`src/rtl/ccip_almfull_monitor.sv`:
```
// Passive CCI-P almost-full compliance monitor: counts TX requests per almost-full window
// and records violations beyond MAX_IN_FLIGHT, plus worst burst and first-violation info.
module ccip_almfull_monitor #(
   parameter int unsigned NUM_CH        = 2,
   parameter int unsigned MAX_IN_FLIGHT = 8,
   parameter int unsigned CNT_W         = 32,
   parameter int unsigned TS_W          = 32,
   localparam int unsigned CH_W         = (NUM_CH > 1) ? $clog2(NUM_CH) : 1
) (
   input  logic                    pClk,
   input  logic                    pck_cp2af_softReset_n,
   input  logic [NUM_CH-1:0]       alm_full_i,
   input  logic [NUM_CH-1:0]       tx_valid_i,
   input  logic                    clear_i,
   output logic [NUM_CH-1:0]       viol_o,
   output logic                    viol_any_o,
   output logic [NUM_CH-1:0]       err_pulse_o,
   output logic [CH_W-1:0]         first_ch_o,
   output logic [TS_W-1:0]         first_ts_o,
   output logic [NUM_CH*CNT_W-1:0] viol_cnt_o,
   output logic [NUM_CH*CNT_W-1:0] max_burst_o
);

   // Compare in at least 32 bits so a budget wider than the counter never truncates.
   localparam int unsigned CmpW = (CNT_W > 32) ? CNT_W : 32;

   logic [CNT_W-1:0]  win_q   [NUM_CH];
   logic [CNT_W-1:0]  win_d   [NUM_CH];
   logic [CNT_W-1:0]  vcnt_q  [NUM_CH];
   logic [CNT_W-1:0]  vcnt_d  [NUM_CH];
   logic [CNT_W-1:0]  mb_q    [NUM_CH];
   logic [CNT_W-1:0]  mb_d    [NUM_CH];
   logic [NUM_CH-1:0] hit;
   logic [NUM_CH-1:0] viol_q, viol_d;
   logic [NUM_CH-1:0] err_q, err_d;
   logic              any_q, any_d;
   logic              rec_q, rec_d;
   logic [CH_W-1:0]   first_ch_q, first_ch_d;
   logic [TS_W-1:0]   first_ts_q, first_ts_d;
   logic [TS_W-1:0]   ts_q, ts_d;
   logic [CH_W-1:0]   low_ch;

   always_comb begin
      hit = '0;
      for (int i = 0; i < NUM_CH; i++) begin
         hit[i] = alm_full_i[i] & tx_valid_i[i] &
                  (CmpW'(win_q[i]) >= CmpW'(MAX_IN_FLIGHT));
         if (!alm_full_i[i]) begin
            win_d[i] = '0;
         end else if (tx_valid_i[i] && (win_q[i] != '1)) begin
            win_d[i] = win_q[i] + CNT_W'(1);
         end else begin
            win_d[i] = win_q[i];
         end
      end
   end

   always_comb begin
      ts_d       = ts_q + TS_W'(1);
      err_d      = hit;
      rec_d      = clear_i ? 1'b0 : rec_q;
      first_ch_d = clear_i ? '0 : first_ch_q;
      first_ts_d = clear_i ? '0 : first_ts_q;
      low_ch     = '0;
      for (int i = NUM_CH - 1; i >= 0; i--) begin
         if (hit[i]) low_ch = CH_W'(i);
      end
      for (int i = 0; i < NUM_CH; i++) begin
         viol_d[i] = (clear_i ? 1'b0 : viol_q[i]) | hit[i];
         vcnt_d[i] = clear_i ? '0 : vcnt_q[i];
         if (hit[i] && (vcnt_d[i] != '1)) vcnt_d[i] = vcnt_d[i] + CNT_W'(1);
         mb_d[i] = clear_i ? '0 : mb_q[i];
         if (win_d[i] > mb_d[i]) mb_d[i] = win_d[i];
      end
      // Capture only the first violation since reset or the last clear.
      if (!rec_d && (|hit)) begin
         rec_d      = 1'b1;
         first_ch_d = low_ch;
         first_ts_d = ts_q;
      end
      any_d = |viol_d;
   end

   always_ff @(posedge pClk or negedge pck_cp2af_softReset_n) begin
      if (!pck_cp2af_softReset_n) begin
         win_q      <= '{default: '0};
         vcnt_q     <= '{default: '0};
         mb_q       <= '{default: '0};
         viol_q     <= '0;
         err_q      <= '0;
         any_q      <= 1'b0;
         rec_q      <= 1'b0;
         first_ch_q <= '0;
         first_ts_q <= '0;
         ts_q       <= '0;
      end else begin
         win_q      <= win_d;
         vcnt_q     <= vcnt_d;
         mb_q       <= mb_d;
         viol_q     <= viol_d;
         err_q      <= err_d;
         any_q      <= any_d;
         rec_q      <= rec_d;
         first_ch_q <= first_ch_d;
         first_ts_q <= first_ts_d;
         ts_q       <= ts_d;
      end
   end

   always_comb begin
      viol_cnt_o  = '0;
      max_burst_o = '0;
      for (int i = 0; i < NUM_CH; i++) begin
         viol_cnt_o[i*CNT_W +: CNT_W]  = vcnt_q[i];
         max_burst_o[i*CNT_W +: CNT_W] = mb_q[i];
      end
   end

   assign viol_o      = viol_q;
   assign viol_any_o  = any_q;
   assign err_pulse_o = err_q;
   assign first_ch_o  = first_ch_q;
   assign first_ts_o  = first_ts_q;

endmodule

```
`config.mk`:
```
export PLATFORM = sky130hd
export DESIGN_NAME = ccip_almfull_monitor
export DESIGN_NICKNAME = d
export VERILOG_FILES = /design/src/rtl/ccip_almfull_monitor.sv
export SDC_FILE = /design/constraint.sdc
export NUM_CORES = 1
export LEC_CHECK = 0
export CAP_MARGIN = 20
export CORE_ASPECT_RATIO = 1.2
export CORE_MARGIN = 2
export CORE_UTILIZATION = 50
export DETAILED_ROUTE_END_ITERATION = 6
export PLACE_DENSITY = 0.73
export SKIP_CTS_REPAIR_TIMING = 1
export SLEW_MARGIN = 20
export SYNTH_ARGS = -nofsm -noshare
export SYNTH_HDL_FRONTEND = slang
export SYNTH_SLANG_ARGS = --single-unit
```
`constraint.sdc`:
```
create_clock -name pClk -period 9.05 [get_ports pClk]
set_input_delay 1.81 -clock pClk [delete_from_list [all_inputs] [get_ports pClk]]
set_output_delay 1.81 -clock pClk [all_outputs]
set_load 0.005 [all_outputs]
```
==> results of run 1 <==
[sequential cells by signal (all words and copies together), names as in the netlist]
name / cells
viol_o: 2
rec_q: 1
viol_any_o: 1
max_burst_o: 64
win_q: 64
first_ts_o: 32
err_pulse_o: 2
viol_cnt_o: 64
first_ch_o: 1
ts_q: 32
[path summary, 6_finish.rpt]
path,from,to,slack [ns]
min reg2reg,ts_q[31]$_DFF_PN0_,ts_q[31]$_DFF_PN0_,0.48
max in group asynchronous,pck_cp2af_softReset_n,viol_cnt_o[32]$_DFF_PN0_,6.48
max reg2reg,win_q[23]$_DFF_PN0_,max_burst_o[48]$_DFF_PN0_,3.79
min,ts_q[31]$_DFF_PN0_,ts_q[31]$_DFF_PN0_,0.48
min in group asynchronous,pck_cp2af_softReset_n,viol_cnt_o[25]$_DFF_PN0_,1.20
max,tx_valid_i[1],max_burst_o[48]$_DFF_PN0_,2.98
[cell families (layout without fill, tap and decap cells)]
group | after synthesis | count (layout) | share of synthesized area, %
compound gates | 195 | 195 | 9.59
mux | 81 | 81 | 6.06
flops | 263 | 263 | 45.8
buf+inv | 148 | 330 | 4.14
fa+ha+maj | 71 | 71 | 6.18
xor+xnor | 90 | 90 | 5.48
simple gates | 592 | 592 | 22.8
[per-layer routing]
layer / global-route usage [%] / share of wire, % / vias to the layer above
li1: - / - / 5501
met1: 31.8 / 44 / 5685
met2: 38.7 / 47 / 344
met3: 4.88 / 6.9 / 60
met4: 6.88 / 2.1 / 0
met5: 0 / 0 / -
[metrics by stage]
stage | instances | setup slack (ns) | util (%) | hold WS, ns | total power, mW
2_1_floorplan | 1440 | 3.74 | - | 0.442 | 1.31
3_3_place_gp | 1952 | 2.45 | 57.7 | 0.466 | 1.38
3_5_place_dp | 1952 | 2.30 | 57.7 | 0.458 | 1.38
4_1_cts | 2006 | 2.88 | 61.3 | 0.476 | 2.65
5_1_grt | 2007 | 2.63 | 61.4 | 0.491 | 2.72
6_report | 2007 | 2.98 | 61.4 | 0.480 | 2.63
[power by group]
part,internal (mW),switching (mW),total [mW]
Clock,0.768,0.502,1.27
Sequential,1.18,0.00350,1.18
Combinational,0.0649,0.112,0.177
[worst reg2reg max path, delay by kind of cell, from the launching register on]
kind	cells	cell delay (ns)
AND/OR/NAND/NOR	6	2.43
AO/OA/AOI/OAI	4	1.20
flip-flops	1	0.49
buffers and inverters	1	0.40
multiplexers	1	0.39
adder cells (fa/ha/maj)	1	0.24
[cell usage after synthesis (all sizes together) (3+ instances only)]
library cell  number  share of area, %
dfrtp            263                46
o21ai             38               1.3
a211oi             3              0.16
nand4             70               3.1
inv               91               2.4
clkbuf            35              0.92
a21oi             42               1.5
nor4b              5              0.35
mux2i             32               2.2
xor2              27               1.6
nand3             63               2.3
xnor2             63               3.8
nor4              45               2.2
buf               22              0.84
or4               16              0.86
a21o               3              0.16
nand4b             5              0.30
a221oi             5              0.30
o41ai              3              0.23
nor3              28               1.0
o31ai             16              0.93
ha                71               6.2
nor2              69               1.8
and3              15              0.65
o21a               3              0.16
nor3b              3              0.19
nor2b             59               2.6
a22o              32               1.9
nand2b            21              0.91
or3               32               1.4
nand2            133               3.5
o211ai             9              0.50
mux2              49               3.8
and2               7              0.32
a21boi            23               1.3
o2111ai            3              0.18
and4              16              0.97
[final cells by class]
cell class                 count  area share [%]
tap                          385            2.75
timing repair buffer         185            10.5
clock inverter                15            1.09
inverter                      91            1.95
clock buffer                  39            4.82
multi-input combinational   1029            41.3
sequential                   263            37.6
[layout by cell type, fill, tap and decap left out, types with 7 or more instances in the layout]
| cell type | n |
|---|---|
| o211ai_1 | 8 |
| nor3_1 | 26 |
| clkinv_2 | 7 |
| ha_1 | 71 |
| or4_1 | 15 |
| clkbuf_16 | 29 |
| a22o_1 | 32 |
| o21ai_0 | 38 |
| nor2_1 | 68 |
| buf_4 | 13 |
| nor2b_1 | 59 |
| o31ai_1 | 15 |
| xor2_1 | 27 |
| and4_1 | 16 |
| a21oi_1 | 40 |
| mux2i_1 | 32 |
| nor4_1 | 42 |
| nand4_1 | 69 |
| nand2_1 | 133 |
| or3_1 | 32 |
| mux2_2 | 49 |
| and3_1 | 15 |
| dfrtp_1 | 263 |
| xnor2_1 | 63 |
| inv_1 | 91 |
| a21boi_1 | 12 |
| nand3_1 | 61 |
| nand2b_1 | 21 |
| clkbuf_8 | 8 |
| clkdlybuf4s50_1 | 170 |
| a21boi_0 | 7 |
==> metrics, run 1 <==
DRC 0; Post-Synthesis Cells roughly 1,400; number of flops mapped to enable cells by yosys 0; fill cell count about 2,400; Die Y approximately 190 um; IO buf count ~170; antenna violations before repair 0; Yosys reg bits 263; Final Hold Vio Count 0; static leakage about 7.6 nW; reg2reg path depth 13; CP max-delay cell or4b_2; Post-DRT Antenna Nets 0; H-tree levels 1; vias in the first global route 11,500; Max Freq around 160 MHz; Setup crit end kind flip-flop; Max Cap Viol 0; layout cells sized above 1 around 9%; vias ~12,000; Power per Cell Area between 150 and 200 nW/um2; Starting Density around half; Post-synth ARST share 100%; number of detailed-route iterations in the first pass 5; gr usage total 23.6%; Critical Path Max Stage Delay 0.63 ns; Slew Viols, Final 0; Syn Area/Cell roughly 10 um2; clock skew about 0.012 ns; startpoint types input pin; Crit path depth 14; Via density 5.77; GR Overflow Total 0; io pins about 170; peak supply drop 0.000135 V; Setup-failing EPs final 0; global-route wire length before repair 59.1 mm; Worst path most repeated cell nand3_1; Final min period roughly 6.1 ns; Die X roughly 160 um; DRT Wirelength roughly 35 mm; clk slew on worst S/H paths ~0.06 ns; Multi-input gate area between 7000 and 8000 um2; clk sinks about 260; result of the run finished clean; dominant synthesized flop cell dfrtp_1; Hold WC Path Type reg2reg; Critical Path AT about 6.5 ns; Buf/Inv on CP 2; CTS root buf clkbuf_16; CTS Buf Count 29; CP required about 9.5 ns; core area roughly 29,000 um2; Placer Congestion around 0.9; Critical Path, Cell by Cell clkdlybuf4s50_1 -> nand3_1 -> nor2_1 -> nand3_1 -> or4b_2 -> nand2_1 -> ha_1 -> nand4_1 -> or3_1 -> nor4_1 -> o22ai_1 -> a21oi_4 -> buf_4 -> mux2_2; Final HPWL DP 24.5 mm; Layout area overhead 21.7%; CP Max Fanout 18; TNS Setup 0 ns; clock latency on the worst-skew pair approximately 0.56 ns; Post-Syn Nets approximately 1,500; 1st-iter DRT viols 729; # rows just under 70; Ys Warns 0; Slew headroom approximately 39%; period utilisation layout between 60% and 70%; wire per inst ~18 um; Clock Tree Buf Depth 3; unrepaired setup endpoints after global routing false; Synth cell types 70; register area roughly 6600 um2; synthesized area 14,400 um2; die area about 30,000 um2; Worst-Margin Slew 0.922 ns; post-synthesis sequential area ratio between 40% and 50%; Placement Cell Area between 15,000 and 20,000 um2; Crit Path Class in2reg; largest net degree at the start of global routing 80; hold path depth 1; CTS tree yes; # diodes 0; delay-heaviest family, CP simple AND/OR/NAND/NOR gates; final instance area ~17,000 um2; # nets final between 1,500 and 2,000
No activity file was read; power rests on OpenSTA's default activity.
==> inputs of run 2 (changes only) <==
==> constraint.sdc (replaced) <==
create_clock -name pClk -period 6 [get_ports pClk]
set_input_delay 1.2 -clock pClk [delete_from_list [all_inputs] [get_ports pClk]]
set_output_delay 1.2 -clock pClk [all_outputs]
set_load 0.005 [all_outputs]
==> metrics, run 2 (synthesis gave the netlist of run 1 again) <==
grt met3 use 5.01% (+0.13 points); Post-DRT Antenna Nets 0 (unchanged); layout cells sized above 1 8.43% (-0.39 points); CTS Buf Count 29 (unchanged); GR Overflow Total 0 (unchanged); Placer Congestion 0.918 (+0.26%); Setup crit start tx_valid_i[0]; clock skew 0.0140 ns (+0.00211 ns); Setup-failing EPs final 0 (unchanged); Crit Path Class in2reg; Final min period around 5.1 ns; Psw 0.889 mW (+44%); static leakage 7.61 nW (-0.46%); Setup Slack @ Placement 0.394 ns (-1.91 ns); global-route wire length before repair 59.0 mm (-0.14%); hold path depth 1 (unchanged); antenna violations before repair 0 (unchanged); CP required 6.42 ns (-3.06 ns); Max Freq roughly 200 MHz; DRC 0 (unchanged); unrepaired setup endpoints after global routing false; power after layout 3.81 mW (+45%); Worst path most repeated cell nand4_1; GRT busiest layer met2; clock latency on the worst-skew pair 0.55 ns (about the same); period utilisation layout a little over four fifths; Worst-Margin Slew 0.893 ns (-0.0290 ns); Slew Viols, Final 0 (unchanged); Setup crit end kind flip-flop; clock share of power 46.0% (-2.3 points); vias in the first global route 11,600 (+0.44%); Gate power share 7.1% (+0.4 points); wire per inst 17.6 um (-0.74%); clk sinks 263 (unchanged); hold_sp ts_q[31]$_DFF_PN0_; DRT Wirelength 35.3 mm (-0.54%); peak supply drop 0.000176 V (+31%); startpoint types input pin; Via density 5.81 (+0.53%); Critical Path, Cell by Cell clkdlybuf4s50_1 -> nand4_1 -> nor2_1 -> nand4_1 -> o41ai_1 -> ha_1 -> nand4_1 -> or4_1 -> nor4_1 -> o22ai_1 -> nor2_4 -> buf_4 -> mux2_2; part of the power in registers 46.9% (+1.9 points); 1st-iter DRT viols 743 (+1.9%); met2 GRT Util 38.4% (-0.30 points); Placed Cells incl. Taps 1,960 (+0.41%); Layout area overhead 21.2%; Power per Cell Area 219 nW/um2 (+45%); Die Y 190 um (unchanged); Starting Density 50.5% (unchanged); Reg2Reg Setup Slack 1.17 ns (-2.62 ns); Critical Path AT 5.52 ns (-0.99 ns); Final HPWL DP 24.6 mm (+0.40%); sw frac 23.3% (-0.17 points); non-filler cells, final 2,011 (+0.20%); result of the run finished clean; met1 usage 31.4% (-0.43 points); CTS tree yes; Clock Tree Buf Depth 3 (unchanged); Critical Path Max Stage Delay 0.64 ns (about the same); die area 30,100 um2 (unchanged); io pins 173 (unchanged); commonest non-fill, non-tap cell in the layout dfrtp_1; Final Hold Vio Count 0 (unchanged); # nets final 1,684 (+0.42%); CTS root buf clkbuf_16; largest net degree at the start of global routing 128 (+60%); CP Max Fanout 16 (-2); Int Pwr 2.92 mW (+45%); Hold WC Path Type reg2reg; clk slew on worst S/H paths 0.06 ns (about the same); number of detailed-route iterations in the first pass 5 (unchanged); Core Util, Final 61.2% (-0.22 points); Max Cap Viol 0 (unchanged); gr usage total 23.4% (-0.15 points); Worst R2R Start win_q[23]$_DFF_PN0_; IO buf count 172 (unchanged); CP max-delay cell clkdlybuf4s50_1; Die X 159 um (unchanged); TNS Setup 0 ns (unchanged); Worst Slack Setup Final 0.903 ns (-2.07 ns); most frequent cells in the layout dfrtp_1 (263), clkdlybuf4s50_1 (170), nand2_1 (133); Slew headroom 40.0% (+1.4 points); reg2reg path depth 13 (unchanged); vias 11,700 (+0.73%); H-tree levels 1 (unchanged); # diodes 0 (unchanged); # rows 68 (unchanged); core area 28,500 um2 (unchanged)
[run 2: power groups by stage]
stage | Clock [mW] | Sequential, mW | Combinational [mW]
4_1_cts | 1.80 | 1.79 | 0.274
2_1_floorplan | 0 | 1.82 | 0.164
3_3_place_gp | 0 | 1.82 | 0.267
5_1_grt | 1.87 | 1.79 | 0.294
3_5_place_dp | 0 | 1.82 | 0.273
6_report | 1.75 | 1.79 | 0.269
[run 2: cell type report]
cell class	count	area (um2)
inverter	91	342
tap	385	482
timing repair buffer	192	1890
sequential	263	6580
clock inverter	9	125
multi-input combinational	1029	7220
clock buffer	42	795
fill	2330	11100
[run 2: per-stage QoR]
| stage | cell area (um2) | hold WS (ns) |
|---|---|---|
| after floorplan | 14400 | 0.442 |
| final | 17400 | 0.476 |
| after CTS | 17400 | 0.473 |
| after detailed placement | 16500 | 0.464 |
| after global placement | 16500 | 0.466 |
| after global routing | 17400 | 0.523 |
[run 2: worst paths after layout]
path | to
min in group asynchronous | viol_cnt_o[19]$_DFF_PN0_
max | max_burst_o[25]$_DFF_PN0_
min | ts_q[31]$_DFF_PN0_
min reg2reg | ts_q[31]$_DFF_PN0_
max in group asynchronous | max_burst_o[4]$_DFF_PN0_
max reg2reg | max_burst_o[49]$_DFF_PN0_
[run 2: metal layers]
metal / vias to the layer above / part of all wire (%)
li1: 5512 / -
met1: 5768 / 45
met2: 334 / 47
met3: 61 / 6.4
met4: 0 / 2.4
met5: - / 0
[run 2: critical path, delay by kind of cell]
family	cells	cell delay (ns)
mux	1	0.37
fa+ha+maj	1	0.25
simple gates	7	1.99
compound gates	2	0.79
buf+inv	2	0.91
==> inputs of run 3 (changes only) <==
==> constraint.sdc (replaced) <==
create_clock -name pClk -period 4.9 [get_ports pClk]
set_input_delay 0.98 -clock pClk [delete_from_list [all_inputs] [get_ports pClk]]
set_output_delay 0.98 -clock pClk [all_outputs]
set_load 0.005 [all_outputs]
==> metrics, run 3 (synthesis gave the netlist of run 1 again) <==
CP max-delay cell nor4b_1; # nets final 1,737 (+3.1%); Placement Cell Area 17,000 um2 (+2.7%); Hold WC Path Type reg2reg; Placed Cells incl. Taps 2,012 (+2.7%); clock share of power 49.5% (+3.5 points); GR Overflow Total 0 (unchanged); reg2reg path depth 13 (unchanged); period utilisation layout ~93%; Setup-failing EPs final 0 (unchanged); peak supply drop 0.000221 V (+26%); CP Max Fanout 18 (+2); Setup crit end kind flip-flop; Gate power share 7.1% (about the same); startpoint types flip-flop; Power per Cell Area 279 nW/um2 (+28%); reg2reg end max_burst_o[49]$_DFF_PN0_; Via density 5.77 (-0.68%); result of the run finished clean; CTS Buf Count 30 (+3.4%); static leakage 7.98 nW (+5.0%); Slew headroom 38.0% (-1.9 points); clock latency on the worst-skew pair 0.56 ns (about the same); # diodes 0 (unchanged); CTS root buf clkbuf_16; clk slew on worst S/H paths 0.06 ns (about the same); antenna violations before repair 0 (unchanged); die area 30,100 um2 (unchanged); gr usage total 23.8% (+0.42 points); Hold Path Sink ts_q[31]$_DFF_PN0_; Max Freq between 200 and 250 MHz; clk sinks 263 (unchanged); delay-heaviest family, CP simple AND/OR/NAND/NOR gates; most frequent cells in the layout dfrtp_1 (263), clkdlybuf4s50_1 (170), nand2_1 (133); Crit Path Class reg2reg; Critical Path Max Stage Delay 0.52 ns (-0.12 ns); wire per inst 17.5 um (-0.33%); part of the power in registers 43.4% (-3.5 points); Critical Path AT 4.98 ns (-0.54 ns); final instance area 18,100 um2 (+3.6%); global-route wire length before repair 59.8 mm (+1.3%); sw frac 23.0% (-0.30 points); TNS Setup 0 ns (unchanged); Slew Viols, Final 0 (unchanged); number of detailed-route iterations in the first pass 6 (+1); CP required 5.33 ns (-1.09 ns); Clock Tree Buf Depth 3 (unchanged); vias in the first global route 11,800 (+2.4%); Buf/Inv on CP 1 (-1); Die Y 190 um (unchanged); hold path depth 1 (unchanged); CTS tree yes; Critical Path, Cell by Cell and4_1 -> and3_1 -> nand2_1 -> nor4b_1 -> mux2i_1 -> ha_1 -> nand4_1 -> or3_1 -> nor4_1 -> o22ai_1 -> a21oi_4 -> buf_12 -> mux2_2; 1st-iter DRT viols 747 (+0.54%); DRT Wirelength 36.2 mm (+2.5%); # rows 68 (unchanged); hold_sp ts_q[31]$_DFF_PN0_; Starting Density 50.5% (unchanged); Final min period between 4 and 5 ns; Core Util, Final 63.4% (+2.2 points); Max Cap Viol 0 (unchanged); Int Pwr 3.88 mW (+33%); Psw 1.16 mW (+31%); Placer Congestion 0.895 (-2.5%); layout cells sized above 1 12.1% (+3.6 points); Layout area overhead 25.6%; Reg2Reg Setup Slack 0.35 ns (-0.82 ns); Post-DRT Antenna Nets 0 (unchanged); H-tree levels 1 (unchanged); Die X 159 um (unchanged); commonest non-fill, non-tap cell in the layout dfrtp_1; vias 11,900 (+2.1%); Worst-Margin Slew 0.930 ns (+0.0369 ns); largest net degree at the start of global routing 120 (-6.3%); unrepaired setup endpoints after global routing false; Final Hold Vio Count 0 (unchanged); Worst R2R Start win_q[3]$_DFF_PN0_; non-filler cells, final 2,068 (+2.8%); core area 28,500 um2 (unchanged); DRC 0 (unchanged); io pins 173 (unchanged); Final HPWL DP 25.7 mm (+4.5%); clock skew 0.0204 ns (+0.00644 ns); Hold WS 0.477 ns (+0.00167 ns); IO buf count 172 (unchanged)
-- run 3: through the flow --
stage / power, mW / setup WS (ns)
floorplan: 2.43 / 0.420
global placement: 2.59 / -0.0105
detailed placement: 2.59 / -0.126
CTS: 5.10 / 0.350
global route: 5.21 / 0.0370
finish: 5.04 / 0.349
-- run 3: worst max path at each step --
stage / startpoint / end / depth (start not counted)
3_5_place_dp: tx_valid_i[1] / max_burst_o[37]$_DFF_PN0_ / 13
4_1_cts: win_q[3]$_DFF_PN0_ / max_burst_o[37]$_DFF_PN0_ / 13
6_report: win_q[3]$_DFF_PN0_ / max_burst_o[49]$_DFF_PN0_ / 13
3_3_place_gp: tx_valid_i[1] / max_burst_o[48]$_DFF_PN0_ / 13
5_1_grt: win_q[23]$_DFF_PN0_ / max_burst_o[47]$_DFF_PN0_ / 13
2_1_floorplan: tx_valid_i[0] / max_burst_o[10]$_DFF_PN0_ / 14
-- run 3: worst reg2reg max path: stages, from the launching register on --
cell and delay [ns]:
dfrtp_1 0.44, and4_1 0.30, and3_1 0.44, nand2_1 0.23, nor4b_1 0.52, mux2i_1 0.37
ha_1 0.21, nand4_1 0.12, or3_1 0.46, nor4_1 0.39, o22ai_1 0.18, a21oi_4 0.22
buf_12 0.19, mux2_2 0.36
-- run 3: layout make-up --
type | instances | area [um2]
repair buffers | 244 | 2330
clock buffers | 39 | 856
inverters | 91 | 342
flip-flops and latches | 263 | 6580
fillers | 2317 | 10400
multi-input cells | 1029 | 7220
clock inverters | 17 | 256
well taps | 385 | 482
-- run 3: per-layer routing --
metal | vias up | wire (um) | GRT usage (%)
met4 | 0 | 868 | 7.30
met2 | 400 | 17000 | 39.9
met3 | 71 | 2310 | 4.64
li1 | 5616 | - | -
met5 | - | 0 | 0
met1 | 5837 | 16000 | 31.6
-- run 3: power by group through the flow --
stage	clock network (mW)	logic (mW)	registers, mW
final	2.49	0.359	2.19
after global routing	2.63	0.389	2.19
after CTS	2.55	0.365	2.19
after detailed placement	0	0.364	2.23
after global placement	0	0.361	2.23
after floorplan	0	0.201	2.23
